<file path="config.mk">
export PLATFORM = sky130hd
export DESIGN_NAME = irq_encoder16
export DESIGN_NICKNAME = d
export VERILOG_FILES = /design/src/rtl/irq_encoder16.sv
export SDC_FILE = /design/constraint.sdc
export NUM_CORES = 1
export LEC_CHECK = 0
export BUFFER_PORTS_ARGS = -buffer_cell sky130_fd_sc_hd__buf_2
export CORE_UTILIZATION = 46
export DETAILED_ROUTE_END_ITERATION = 12
export PLACE_DENSITY = 0.83
export SLEW_MARGIN = 20
export SYNTH_ARGS = -nofsm -noshare
export SYNTH_HDL_FRONTEND = slang
export SYNTH_SLANG_ARGS = --single-unit
</file>
<file path="constraint.sdc">
create_clock -name clk -period 1.2 [get_ports clk]
set_input_delay 0.12 -clock clk [delete_from_list [all_inputs] [get_ports clk]]
set_output_delay 0.12 -clock clk [all_outputs]
set_load 0.1 [all_outputs]
</file>
<file path="src/rtl/irq_encoder16.sv">
// Sixteen-line request encoder: captures request lines into a pending register
// and grants one pending index at a time under a valid/ack handshake.
module irq_encoder16 #(
    parameter bit EDGE = 1'b1,
    parameter bit RR   = 1'b0
) (
    input  logic        clk,
    input  logic        rst,
    input  logic        En,
    input  logic [15:0] req,
    input  logic        ack,
    output logic        valid,
    output logic [3:0]  id,
    output logic [15:0] pending
);
    localparam int unsigned N  = 16;
    localparam int unsigned IW = 4;

    typedef enum logic {
        IDLE  = 1'b0,
        GRANT = 1'b1
    } state_t;

    state_t        state_q, state_d;
    logic [N-1:0]  req_q;
    logic [N-1:0]  pending_q, pending_d;
    logic          valid_q, valid_d;
    logic [IW-1:0] id_q, id_d;
    logic [IW-1:0] ptr_q, ptr_d;
    logic [N-1:0]  cap, clr;
    logic [IW-1:0] start, idx, sel;

    // Capture new requests, retire the acknowledged one; a capture beats a clear.
    always_comb begin : capture_clear
        cap = EDGE ? (req & ~req_q) : req;
        clr = '0;
        if (valid_q && ack) begin
            clr[id_q] = 1'b1;
        end
        pending_d = (pending_q & ~clr) | cap;
    end

    // Scan from the start index upward with wrap; descending loop keeps the first hit.
    always_comb begin : select
        start = RR ? ptr_q : '0;
        idx   = '0;
        sel   = '0;
        for (int i = int'(N) - 1; i >= 0; i--) begin
            idx = start + IW'(i);
            if (pending_q[idx]) begin
                sel = idx;
            end
        end
    end

    always_comb begin : fsm_next
        state_d = state_q;
        valid_d = valid_q;
        id_d    = id_q;
        ptr_d   = ptr_q;
        case (state_q)
            IDLE: begin
                if (En && (pending_q != '0)) begin
                    state_d = GRANT;
                    valid_d = 1'b1;
                    id_d    = sel;
                end
            end
            GRANT: begin
                if (ack) begin
                    state_d = IDLE;
                    valid_d = 1'b0;
                    if (RR) begin
                        ptr_d = id_q + IW'(1);
                    end
                end
            end
            default: begin
                state_d = IDLE;
                valid_d = 1'b0;
            end
        endcase
    end

    always_ff @(posedge clk) begin : regs
        if (rst) begin
            state_q   <= IDLE;
            req_q     <= '0;
            pending_q <= '0;
            valid_q   <= 1'b0;
            id_q      <= '0;
            ptr_q     <= '0;
        end else begin
            state_q   <= state_d;
            req_q     <= req;
            pending_q <= pending_d;
            valid_q   <= valid_d;
            id_q      <= id_d;
            ptr_q     <= ptr_d;
        end
    end

    assign valid   = valid_q;
    assign id      = id_q;
    assign pending = pending_q;

endmodule

</file>
==> run summary <==
XOR/XNOR Fraction of Synth Area -> 0%
Clk pwr share -> 19.0%
clk_skew -> 0.00942 ns
Largest stage delay, worst path -> 0.37 ns
Net Sw Frac -> 36.5%
Gate power share -> 35.6%
ranking of synthesized cells by area -> dfxtp_1, nand2b_1, a21oi_1
CTS tree -> done
gr ovfl total -> 0
largest net degree at the start of global routing -> 25
Port Buffers -> 40
layout cells sized above 1 -> 44.7%
Routability Congestion -> 0.832
main combinational cell family by area after synthesis -> simple AND/OR/NAND/NOR gates
maximum net fanout on the critical path -> 7
Cells after Synth -> 163
htree depth -> 2
RSZ-0062 raised after global routing -> true
root buf cell -> clkbuf_4
n_diodes -> 0
reported max-cap violation count -> 0
cts bufs inserted -> 5
Min Clock Period, post-route -> 1.28 ns
critical path startpoint category -> flop
kind of end point of the critical path -> flop
design internal power -> 2.04 mW
post-synth top area cell -> dfxtp_1
Synth Area in Simple Gates -> 28.4%
number of top-level pins -> 41
total number of yosys warnings -> 0
via/cell ratio -> 5.49
mux cell area share after synthesis -> 0%
Pins Over Slew Limit -> 0
drt drc -> 0
final hold vios -> 0
Seq/Total Area, Yosys -> 50.0%
Detail Route Antenna Nets -> 0
P_sw -> 1.17 mW
Flop pwr share -> 45.4%
Final Worst Setup Slack -> -0.0779 ns
Layout Utilization -> 80.9%
Filler Cells Inserted -> 193
gr usage total -> 27.4%
1st-pass router iterations -> 4
first-pass GRT wire length -> 7040 um
synthesized net count -> 183
die width -> 59.5 um
critical path class -> reg -> reg
CTS Buffer Depth -> 2
NumNets Final -> 254
Worst slew margin -> 74.6%
number of synthesized register bits -> 38
post-placement cell area -> 2340 um2
die area -> 3540 um2
die height -> 59.5 um
initial antenna violation count -> 0
crit share post-route -> 106%
initial cell density of the core -> 49.0%
floorplan core area -> 3100 um2
failing checks -> negative setup slack
Rows -> 20
TritonCTS Sinks -> 38
worst slew pin tran -> 0.380 ns
Skew-Pair Late Insertion Delay -> 0.34 ns
initial DRC count -> 66
fmax -> 783 MHz
vias in the first global route -> 1529
Hold Path Class -> in -> reg
Worst EP required -> 1.44 ns
routed via count -> 1531
Compound-Gate Fraction of Synth Area -> 19.6%
Final Setup Violations -> 4
Area Overhead vs Synth -> 65.2%
WHS -> 0.0102 ns
post-synthesis adder-cell area fraction -> 0%
status -> finished, violations left
CP max-delay cell -> dfxtp_4
share of the synthesized area in the top cell type -> 50.0%
Post-Route WL -> 4380 um
Unique masters post-synth -> 28
fin area -> 2510 um2
setup TNS -> -0.184 ns
CP Cell Sequence -> nor4_4 > a41o_4 > a31o_1 > o41ai_2
clock slew at reported path FFs -> 0.11 ns
Arr. time, crit path -> 1.52 ns
PD cells -> 1280 nW/um2
Static Leak -> 1.00 nW
syn avg cell area -> 9.33 um2
drt wl/cell -> 15.7 um
cell area after synthesis -> 1520 um2
HPWL Detailed -> 3000 um
Max VDD drop -> 0.877 mV
## power by group through the flow
stage	registers, mW	clock network (mW)	logic, mW
5_1_grt	1.47	0.685	1.20
3_5_place_dp	1.48	0	1.07
3_3_place_gp	1.47	0	1.05
2_1_floorplan	1.86	0	0.241
6_report	1.46	0.609	1.14
4_1_cts	1.45	0.621	1.11
## worst paths after layout
| kind | start | endpoint | slack, ns | cells after the start |
|---|---|---|---|---|
| setup / recovery | pending[0] | id[0] | -0.08 | 4 |
| hold reg to reg | req_q[9] | pending[9] | 0.48 | 2 |
| hold / removal | req[1] | req_q[1] | 0.01 | 2 |
| setup reg to reg | pending[0] | id[0] | -0.08 | 4 |
## critical path, delay by kind of cell (launching register included)
kind	cells	cell delay [ns]
AOI/OAI and AO/OA	3	0.47
DFF	1	0.37
and+or+nand+nor	1	0.34
## timing repair
item	CTS	global route
hold buffers	2	2
endpoints found under the hold margin	2	2
pin swaps	6	2
endpoints found under the setup margin	8	13
gates resized for setup	8	6
buffers inserted	2	1
## metrics by stage
step | power, mW | setup slack [ns] | instances
3_5_place_dp | 2.55 | -0.102 | 264
4_1_cts | 3.18 | -0.0837 | 276
5_1_grt | 3.35 | -0.119 | 279
2_1_floorplan | 2.10 | -0.192 | 163
6_report | 3.21 | -0.0779 | 279
3_3_place_gp | 2.52 | -0.0559 | 264
## flip-flops by register name, indices dropped and copies added (netlist names)
name     cells
id           4
pending     16
req_q       16
state_q      1
valid        1
## routing by layer
metal / track usage (%) / wire length, um / up-vias
met2: 45.9 / 2280 / 73
li1: - / - / 720
met5: 0 / 0 / -
met3: 6.55 / 264 / 10
met1: 32.3 / 1740 / 728
met4: 13.9 / 96 / 0
## cells in the mapped netlist
cell type	count
o21bai_1	1
a41o_4	1
nor3_1	1
a211oi_1	1
or3_1	1
nor3b_1	1
nand2_1	4
a21oi_1	23
nand4_1	2
clkbuf_1	6
o31ai_1	5
nand3_1	1
o21ai_0	14
nand2b_1	23
or2_2	1
o21ai_1	1
dfxtp_1	38
nor4_4	1
inv_1	2
a2111oi_0	1
nand3b_1	2
a31o_1	1
nor4_1	2
nor2b_1	18
nand4b_1	2
nor2_1	7
o41ai_2	1
nor4_2	2
## area by class of cell
| type | instances | area [um2] | share of cell area (%) |
|---|---|---|---|
| clock buffers | 6 | 41.3 | 1.64 |
| clock inverters | 2 | 8.76 | 0.349 |
| repair buffers | 70 | 773 | 30.8 |
| inverters | 2 | 7.51 | 0.299 |
| well taps | 44 | 55.1 | 2.19 |
| multi-input cells | 117 | 786 | 31.3 |
| flip-flops and latches | 38 | 840 | 33.4 |
## cells in the final DEF (no fill, tap or decap), types with 3 or more instances in the layout
cell type,synthesis,layout
buf_6,0,6
nor4_4,1,4
o31ai_1,5,3
clkbuf_4,0,5
a21oi_1,23,21
dfxtp_1,38,17
nand2b_1,23,23
buf_2,0,19
nand2_1,4,4
o21ai_1,1,9
o21ai_0,14,6
nor2_1,7,7
dlygate4sd3_1,0,4
buf_4,0,20
nor2b_1,18,18
buf_12,0,21
dfxtp_4,0,21
## cells by family after synthesis
group	after synthesis
AO/OA/AOI/OAI	49
buffers and inverters	8
flip-flops	38
AND/OR/NAND/NOR	68
(Power assumes the default switching activity.)
